[src/rtl/seg7_pkg.sv]
// Shared constants for the 7-segment scan driver.
// Segment patterns are active low, ordered {a,b,c,d,e,f,g}.
// seg_decode() maps a 4-bit digit code to its segment pattern; hex_mode selects
// whether codes 10..15 show A..F or the minus/blank set.
package seg7_pkg;

    localparam int CODE_W = 4;
    localparam int SEG_W  = 7;

    localparam logic [SEG_W-1:0] SEG_0     = 7'b0000001;
    localparam logic [SEG_W-1:0] SEG_1     = 7'b1001111;
    localparam logic [SEG_W-1:0] SEG_2     = 7'b0010010;
    localparam logic [SEG_W-1:0] SEG_3     = 7'b0000110;
    localparam logic [SEG_W-1:0] SEG_4     = 7'b1001100;
    localparam logic [SEG_W-1:0] SEG_5     = 7'b0100100;
    localparam logic [SEG_W-1:0] SEG_6     = 7'b0100000;
    localparam logic [SEG_W-1:0] SEG_7     = 7'b0001111;
    localparam logic [SEG_W-1:0] SEG_8     = 7'b0000000;
    localparam logic [SEG_W-1:0] SEG_9     = 7'b0000100;
    localparam logic [SEG_W-1:0] SEG_MINUS = 7'b1111110;
    localparam logic [SEG_W-1:0] SEG_A     = 7'b0001000;
    localparam logic [SEG_W-1:0] SEG_B     = 7'b1100000;
    localparam logic [SEG_W-1:0] SEG_C     = 7'b0110001;
    localparam logic [SEG_W-1:0] SEG_D     = 7'b1000010;
    localparam logic [SEG_W-1:0] SEG_E     = 7'b0110000;
    localparam logic [SEG_W-1:0] SEG_F     = 7'b0111000;
    localparam logic [SEG_W-1:0] SEG_BLANK = 7'b1111111;

    typedef enum logic {
        PH_BLANK = 1'b0,
        PH_ON    = 1'b1
    } slot_phase_e;

    function automatic logic [SEG_W-1:0] seg_decode(input logic [CODE_W-1:0] code,
                                                     input logic              hex_mode);
        logic [SEG_W-1:0] s;
        case (code)
            4'd0:    s = SEG_0;
            4'd1:    s = SEG_1;
            4'd2:    s = SEG_2;
            4'd3:    s = SEG_3;
            4'd4:    s = SEG_4;
            4'd5:    s = SEG_5;
            4'd6:    s = SEG_6;
            4'd7:    s = SEG_7;
            4'd8:    s = SEG_8;
            4'd9:    s = SEG_9;
            4'd10:   s = hex_mode ? SEG_A : SEG_MINUS;
            4'd11:   s = hex_mode ? SEG_B : SEG_BLANK;
            4'd12:   s = hex_mode ? SEG_C : SEG_BLANK;
            4'd13:   s = hex_mode ? SEG_D : SEG_BLANK;
            4'd14:   s = hex_mode ? SEG_E : SEG_BLANK;
            4'd15:   s = hex_mode ? SEG_F : SEG_BLANK;
            default: s = SEG_BLANK;
        endcase
        return s;
    endfunction

endpackage

[src/rtl/seg7_hex_decode.sv]
// Combinational digit-code to segment decoder.
// Ports:
//   code  in   4   digit code
//   seg   out  7   {a,b,c,d,e,f,g}, active low
// HEX_MODE=0: 10 is minus, 11..15 blank. HEX_MODE=1: 10..15 show A,b,C,d,E,F.
module seg7_hex_decode
    import seg7_pkg::*;
#(
    parameter int HEX_MODE = 0
) (
    input  logic [CODE_W-1:0] code,
    output logic [SEG_W-1:0]  seg
);

    localparam logic HEX_EN = (HEX_MODE != 0);

    always_comb begin
        seg = seg_decode(code, HEX_EN);
    end

endmodule

[src/rtl/seg7_scan_driver.sv]
// Time-multiplexed N-digit 7-segment scan driver with double-buffered frame,
// anti-ghosting blank gap, leading-zero suppression and decimal points.
// Ports:
//   clk         in   1          system clock
//   rst         in   1          synchronous active-high reset
//   data        in   4*DIGITS   digit codes, digit k at data[4k+3:4k], k=0 rightmost
//   dp_in       in   DIGITS     decimal point request per digit, 1 = lit
//   blank       in   DIGITS     force digit dark, 1 = dark
//   load        in   1          strobe: capture data/dp_in/blank into pending buffer
//   seg         out  7          {a,b,c,d,e,f,g}, active low
//   dp          out  1          decimal point, active low
//   an          out  DIGITS     digit enables, active low, at most one low
//   frame_done  out  1          pulse once per full scan frame
//
// Slot phase (derived from the slot timer):
//   phase    | meaning
//   PH_BLANK | first BLANK_CYC cycles of a slot, all anodes off
//   PH_ON    | rest of the slot, anode idx on, segments from display buffer
module seg7_scan_driver
    import seg7_pkg::*;
#(
    parameter int DIGITS      = 4,
    parameter int REFRESH_DIV = 50000,
    parameter int BLANK_CYC   = 500,
    parameter int LZ_SUPPRESS = 1,
    parameter int HEX_MODE    = 0
) (
    input  logic                       clk,
    input  logic                       rst,
    input  logic [CODE_W*DIGITS-1:0]   data,
    input  logic [DIGITS-1:0]          dp_in,
    input  logic [DIGITS-1:0]          blank,
    input  logic                       load,
    output logic [SEG_W-1:0]           seg,
    output logic                       dp,
    output logic [DIGITS-1:0]          an,
    output logic                       frame_done
);

    localparam int CNT_W = (REFRESH_DIV > 1) ? $clog2(REFRESH_DIV) : 1;
    localparam int IDX_W = (DIGITS > 1) ? $clog2(DIGITS) : 1;

    // Slot timer counts down; elapsed count = TMR_LOAD - tmr, so the ON phase
    // starts once tmr has fallen to ON_TMR.
    localparam logic [CNT_W-1:0] TMR_LOAD = CNT_W'(REFRESH_DIV - 1);
    localparam logic [CNT_W-1:0] ON_TMR   = CNT_W'(REFRESH_DIV - 1 - BLANK_CYC);
    localparam logic [IDX_W-1:0] IDX_LAST = IDX_W'(DIGITS - 1);

    logic [CNT_W-1:0]          tmr;
    logic [IDX_W-1:0]          idx;
    logic                      slot_end;
    logic                      frame_end;
    slot_phase_e               phase;

    logic [CODE_W*DIGITS-1:0]  pend_data;
    logic [DIGITS-1:0]         pend_dp;
    logic [DIGITS-1:0]         pend_blank;
    logic                      pend_valid;
    logic [CODE_W*DIGITS-1:0]  disp_data;
    logic [DIGITS-1:0]         disp_dp;
    logic [DIGITS-1:0]         disp_blank;

    logic [DIGITS-1:0]         lz_dark;
    logic [CODE_W-1:0]         cur_code;
    logic                      cur_dp;
    logic                      cur_blank;
    logic                      cur_lz;
    logic [SEG_W-1:0]          dec_seg;

    logic [SEG_W-1:0]          seg_nxt;
    logic                      dp_nxt;
    logic [DIGITS-1:0]         an_nxt;

    assign slot_end  = (tmr == '0);
    assign frame_end = slot_end && (idx == IDX_LAST);
    assign phase     = (tmr <= ON_TMR) ? PH_ON : PH_BLANK;

    always_ff @(posedge clk) begin
        if (rst) begin
            tmr <= TMR_LOAD;
            idx <= '0;
        end else if (slot_end) begin
            tmr <= TMR_LOAD;
            idx <= (idx == IDX_LAST) ? '0 : idx + 1'b1;
        end else begin
            tmr <= tmr - 1'b1;
        end
    end

    // A load landing on the frame boundary goes straight to the display buffer
    // and leaves nothing pending.
    always_ff @(posedge clk) begin
        if (rst) begin
            pend_data  <= '0;
            pend_dp    <= '0;
            pend_blank <= '0;
            pend_valid <= 1'b0;
            disp_data  <= '0;
            disp_dp    <= '0;
            disp_blank <= '0;
        end else begin
            if (load) begin
                pend_data  <= data;
                pend_dp    <= dp_in;
                pend_blank <= blank;
                pend_valid <= 1'b1;
            end
            if (frame_end) begin
                if (load) begin
                    disp_data  <= data;
                    disp_dp    <= dp_in;
                    disp_blank <= blank;
                    pend_valid <= 1'b0;
                end else if (pend_valid) begin
                    disp_data  <= pend_data;
                    disp_dp    <= pend_dp;
                    disp_blank <= pend_blank;
                    pend_valid <= 1'b0;
                end
            end
        end
    end

    // Digit k is a leading zero when it and every digit to its left are zero.
    // Digit 0 is never suppressed.
    always_comb begin
        logic run;
        lz_dark = '0;
        run     = 1'b1;
        for (int k = DIGITS - 1; k >= 1; k--) begin
            run        = run & (disp_data[CODE_W*k +: CODE_W] == '0);
            lz_dark[k] = (LZ_SUPPRESS != 0) && run;
        end
    end

    always_comb begin
        cur_code  = '0;
        cur_dp    = 1'b0;
        cur_blank = 1'b0;
        cur_lz    = 1'b0;
        for (int k = 0; k < DIGITS; k++) begin
            if (idx == IDX_W'(k)) begin
                cur_code  = disp_data[CODE_W*k +: CODE_W];
                cur_dp    = disp_dp[k];
                cur_blank = disp_blank[k];
                cur_lz    = lz_dark[k];
            end
        end
    end

    seg7_hex_decode #(
        .HEX_MODE (HEX_MODE)
    ) u_dec (
        .code (cur_code),
        .seg  (dec_seg)
    );

    // Suppressed zeros keep their decimal point; forced-blank digits lose it.
    always_comb begin
        seg_nxt = SEG_BLANK;
        dp_nxt  = 1'b1;
        an_nxt  = '1;
        if (phase == PH_ON) begin
            for (int k = 0; k < DIGITS; k++) begin
                an_nxt[k] = (idx != IDX_W'(k));
            end
            if (!cur_blank) begin
                dp_nxt = ~cur_dp;
                if (!cur_lz) begin
                    seg_nxt = dec_seg;
                end
            end
        end
    end

    always_ff @(posedge clk) begin
        if (rst) begin
            seg        <= SEG_BLANK;
            dp         <= 1'b1;
            an         <= '1;
            frame_done <= 1'b0;
        end else begin
            seg        <= seg_nxt;
            dp         <= dp_nxt;
            an         <= an_nxt;
            frame_done <= frame_end;
        end
    end

endmodule
[config.mk]
export PLATFORM = sky130hd
export DESIGN_NAME = seg7_scan_driver
export DESIGN_NICKNAME = d
export VERILOG_FILES = /design/src/rtl/seg7_pkg.sv /design/src/rtl/seg7_hex_decode.sv /design/src/rtl/seg7_scan_driver.sv
export SDC_FILE = /design/constraint.sdc
export NUM_CORES = 1
export LEC_CHECK = 0
export CORE_MARGIN = 5
export CORE_UTILIZATION = 35
export CTS_CLUSTER_DIAMETER = 80
export DETAILED_ROUTE_END_ITERATION = 6
export MAX_ROUTING_LAYER = met4
export SLEW_MARGIN = 5
export SYNTH_ARGS = -nofsm -noshare
export SYNTH_HDL_FRONTEND = slang
export SYNTH_SLANG_ARGS = --single-unit
[constraint.sdc]
create_clock -name clk -period 2.2 [get_ports clk]
set_input_delay 0.44 -clock clk [delete_from_list [all_inputs] [get_ports clk]]
set_output_delay 0.44 -clock clk [all_outputs]
set_load 0.1 [all_outputs]
# After elaboration in Yosys (flattened, before gate mapping)
# Memories as Yosys holds them, arrays and structs flattened. A register that Yosys moved wholly into a read port is not among the register bits.
# Index checks and enable logic that the tools add are counted.
# totals
ff_bits,73
romBits,112
input_bits,27
output_inout_bits,13
n_memories,1
# memory_table
memory,depth,width,read_ports,rd_clocked_by_memory_dff,write_ports,line,source
(name not given),16,7,1,1,0,seg7_pkg.sv:37,case (code)
# classes
add_sub_neg,2
n_lt_le_gt_ge,1
n_eq_ne,6
mux,27
n_bitwise,4
n_reduce_logical,13
# ops
cell,count
16-bit two-way mux,2
4-bit two-way mux,8
16-bit <= comparator (second input constant),1
16-bit logical NOT,1
1-bit two-way mux,16
16-bit by 1-bit subtractor with 16-bit output (second input constant),1
4-bit logical NOT,3
2-bit equality test (second input constant),2
2-bit != test (second input constant),2
2-bit nonzero test,2
2-bit OR reduction,2
4-bit OR reduction,1
3-bit OR reduction,1
2-bit by 1-bit adder with 2-bit output (second input constant),1
1-bit bitwise AND,2
2-bit by 1-bit equality test with 1-bit output (second input constant),1
2-bit logical NOT,1
2-bit two-way mux,1
2-bit by 1-bit != test with 1-bit output (second input constant),1
1-bit NOT,2
2-bit AND reduction,1
1-bit logical AND,1

# Depth between registers and ports, before layout
# logic_depth
depth_word,7
mapped_depth,11
mapped_depth_nobuf,10

# Modules after synthesis
# A second synthesis with hierarchy kept.
# unflattened
hier_cells,358
area_unflattened_um2,3622.2
# modules_own_cells
mod,n_inst,cells_per_inst,area_each_um2
seg7_scan_driver,1,325,3405.8
seg7_hex_decode,1,33,216.5

# Least setup slack after synthesis
# No wires, ideal clock.
# synth_path
path_kind,flip-flop to flip-flop
start,reg tmr[13]
end,reg disp_blank[2]
t_arrival_ps,2035
required_ps,2079
path_slack_ps,43
path_stages_with_launch,8
path_buffers,2
synth_period_minus_slack_ps,2157
cell_sequence,dfxtp_1 or4_4 nor2_4 nand3_2 or3b_1 buf_6 buf_6 mux2_4
# synth_via
elab_chain_len,3
# synth_rtl
item,line,source
from (decl),seg7_scan_driver.sv:49,logic [CNT_W-1:0] tmr;
from (signal assigned),seg7_scan_driver.sv:86,tmr <= tmr - 1'b1;
16-bit logical NOT,seg7_scan_driver.sv:74,assign slot_end = (tmr == '0);
1-bit logical AND,seg7_scan_driver.sv:75,assign frame_end = slot_end && (idx == IDX_LAST);
2-bit AND reduction (no source line),n/a,
to (signal assigned),seg7_scan_driver.sv:112,disp_blank <= blank;
to (signal assigned),seg7_scan_driver.sv:117,disp_blank <= pend_blank;
to (decl),seg7_scan_driver.sv:61,logic [DIGITS-1:0] disp_blank;
# Every way passes these cells.
# A chain may end at the register's enable or synchronous reset.

# Final worst setup path
# layout_path
start,reg tmr[11]
end,reg disp_data[2]
# layout_via
elab_chain_len,3
# layout_rtl
item,line,source
16-bit logical NOT,seg7_scan_driver.sv:74,
1-bit logical AND,seg7_scan_driver.sv:75,
2-bit AND reduction (no source line),n/a,
to (signal assigned),seg7_scan_driver.sv:110,disp_data <= data;
to (signal assigned),seg7_scan_driver.sv:115,disp_data <= pend_data;
to (decl),seg7_scan_driver.sv:59,logic [CODE_W*DIGITS-1:0] disp_data;
# Every way passes these cells.

==> results.sh <==
export IMPL_cts_setup_buffers=0
export IMPL_hold_viol=0
export IMPL_max_stage_delay_ps=590
export IMPL_gp_routability_congestion=0.8143
export IMPL_max_freq_mhz=468.6
export IMPL_rows=36
export IMPL_layout_drive_gt1_share_pct=22.03
export IMPL_synthDominantCellAreaShare_pct=45.07
export IMPL_wl_per_cell_um=12.61
export IMPL_worst_slack_ps=65.95
export IMPL_die_area_um2=12270
export IMPL_remaining_drc_errors=0
export IMPL_vdd_drop_max_v=0.0003801
export IMPL_antenna_found_initial=0
export IMPL_dpl_worst_slack_ps=-73.30
export IMPL_yosysWarningCount=0
export IMPL_synth_area_um2=3553
export IMPL_port_buffers=39
export IMPL_insertedDiodeCount=0
export IMPL_dpl_hpwl_um=5071
export IMPL_async_flop_share_pct=0
export IMPL_grt_overflow_total=0
export IMPL_hold_class="reg -> reg"
export IMPL_cap_violations=0
export IMPL_grt_setup_unrepaired="true"
export IMPL_cts_hold_buf=0
export IMPL_synth_edf_count=0
export IMPL_yosysSeqAreaShare_pct=45.07
export IMPL_period_share_pct=97.00
export IMPL_synthToLayoutAreaGrowth_pct=24.23
export IMPL_placed_cell_area_um2=4178
export IMPL_grtUsageTotal_pct=11.84
export IMPL_synth_area_top_cells="dfxtp_1 45%, mux2_4 8.5%, mux2i_1 7.3%"
export IMPL_nets=449
export IMPL_regArea_um2=1603
export IMPL_setup_violations=0
export IMPL_power_density_nw_per_um2=610.6
export IMPL_required_ps=2430
export IMPL_ys_types=45
export IMPL_worstSkewPairLatency_ps=340
export IMPL_leakagePower_nw=1.858
export IMPL_design_area_um2=4414
export IMPL_io_pins=40
export IMPL_synth_nets=393
export IMPL_vias=2526
export IMPL_outcome="completed"
export IMPL_coreArea_um2=9819
export IMPL_ys_ff_latch=80
export IMPL_synth_ff_type="dfxtp_1"
export IMPL_cts_root_buf="clkbuf_8"
export IMPL_drt_first_pass_iters=4
export IMPL_arrival_ps=2360
export IMPL_slew_viol_final=0
export IMPL_fillCellCount=977
export IMPL_via_per_inst=4.626
export IMPL_startpoint_type="register"
export IMPL_htree_num_levels=3
export IMPL_cts_tree="built"
export IMPL_multi_input_area_um2=1864
export IMPL_synth_most_common_cell="dfxtp_1"
export IMPL_crit_fanout=12
export IMPL_clkSinkCount=80
export IMPL_synth_top_cell_by_area="dfxtp_1"
export IMPL_cts_buffers=9
export IMPL_final_antenna_net_count=0
export IMPL_period_needed_ps=2134
export IMPL_path_class="reg -> reg"
export IMPL_die_x_um=110.8
export IMPL_slew_headroom_pct=63.05
export IMPL_grt_pass1_vias=2465
export IMPL_wirelength_um=6884
export IMPL_clk_pin_slew_ps=70
export IMPL_end_kind="register"
export IMPL_syn_inst=354
export IMPL_yosys_top_cells_count="80 x dfxtp_1, 43 x nor2_1, 29 x nor2b_1"
export IMPL_grt_max_degree=56
export IMPL_die_y_um=110.8
export IMPL_crit_chain="or4_4, nor2_4, nand3_2, or3b_4, buf_6, mux2_4"
export IMPL_drt_iter0_drc=116
export IMPL_crit_slowest_cell="or4_4"
export IMPL_worstMarginPinSlew_ps=554.3
export IMPL_fin_skew_ps=6.941
export IMPL_syn_area_per_cell_um2=10.04
export IMPL_grt_pass1_wl_um=11720
export IMPL_start_util_pct=36.19
export IMPL_clockBufferDepth=2
-- layout by cell type, fill, tap and decap left out, drive strengths merged, types with 4 or more instances in the layout --
cell           netlist  layout
nand3                4       4
nand3b               6       6
nor3                 7       7
inv                  7       7
clkbuf              15      11
xor2                 4       4
nand2               24      24
a211oi               8       8
xnor2                8       8
nor3b                8       8
mux2i               26      26
dfxtp               80      80
o21ai               10      10
buf                  4      39
nor2                44      44
clkdlybuf4s50        0      25
or3                  4       4
ha                  12      12
a21oi                8       8
mux2                24      24
nor2b               29      29
-- power breakdown --
part           internal (W)  leakage [nW]  total [W]  switching, W
registers           0.00148         0.651    0.00149    0.00000945
clock network      0.000572        0.0973    0.00106      0.000488
logic             0.0000795          1.11   0.000148     0.0000683
total               0.00213          1.86    0.00270      0.000565
-- per-stage QoR --
stage                     total power, W  cells  setup TNS [ps]  hold WS (ps)  util [%]
final                           0.002695    546               0         420.0     44.95
after global routing            0.002808    546          -5.041         447.5     44.95
after CTS                       0.002742    546               0         418.9     44.58
after detailed placement        0.001673    532          -377.6         400.8     42.55
after global placement          0.001670    532          -338.7         394.3     42.55
after floorplan                 0.001599    354               0         381.6         -
-- critical path, delay by kind of cell, from the launching register on --
family / cells / cell delay [ps]
buf+inv: 1 / 180
flops: 1 / 340
mux: 1 / 300
simple gates: 4 / 1200
-- flip-flops by register name (all words and copies together), names as in the netlist --
name and flops:
an 4, disp_blank 4, disp_data 16, disp_dp 4, dp 1, frame_done 1
idx 2, pend_blank 4, pend_data 16, pend_dp 4, pend_valid 1, seg 7
tmr 16
-- metal layers --
metal,global-route usage [%],up-vias,part of all wire [%]
met2,17.03,45,43
met5,-,-,0
li1,-,1322,-
met3,3.330,11,3.3
met1,15.60,1148,52
met4,4.926,0,1.9
-- timing repair --
item	CTS	global route
pin swaps	0	4
endpoints found under the setup margin	7	30
gates resized for setup	2	8
-- logic make-up after synthesis --
logic type / after synthesis / share of synthesized area (%)
AO/OA/AOI/OAI: 36 / 6.445
multiplexers: 50 / 17.04
XOR/XNOR: 12 / 2.958
flip-flops: 80 / 45.07
AND/OR/NAND/NOR: 138 / 20.85
buffers and inverters: 26 / 3.415
adder cells (fa/ha/maj): 12 / 4.225
-- final timing paths --
path / from / to / slack, ps / cells after the start
max: tmr[11]$_SDFF_PP0_ / disp_data[2]$_SDFFE_PP0P_ / 70 / 6
min: tmr[0]$_SDFF_PP1_ / tmr[0]$_SDFF_PP1_ / 420 / 1
min reg2reg: tmr[0]$_SDFF_PP1_ / tmr[0]$_SDFF_PP1_ / 420 / 1
max reg2reg: tmr[11]$_SDFF_PP0_ / disp_data[2]$_SDFFE_PP0P_ / 70 / 6
-- cell type report --
cell class	count	share of cell area, %
tap	133	3.770
inverter	7	0.5952
clock inverter	3	0.9637
timing repair buffer	64	12.70
sequential	80	36.31
clock buffer	11	3.430
multi-input combinational	248	42.23
Power figures use the tool's default switching activity.
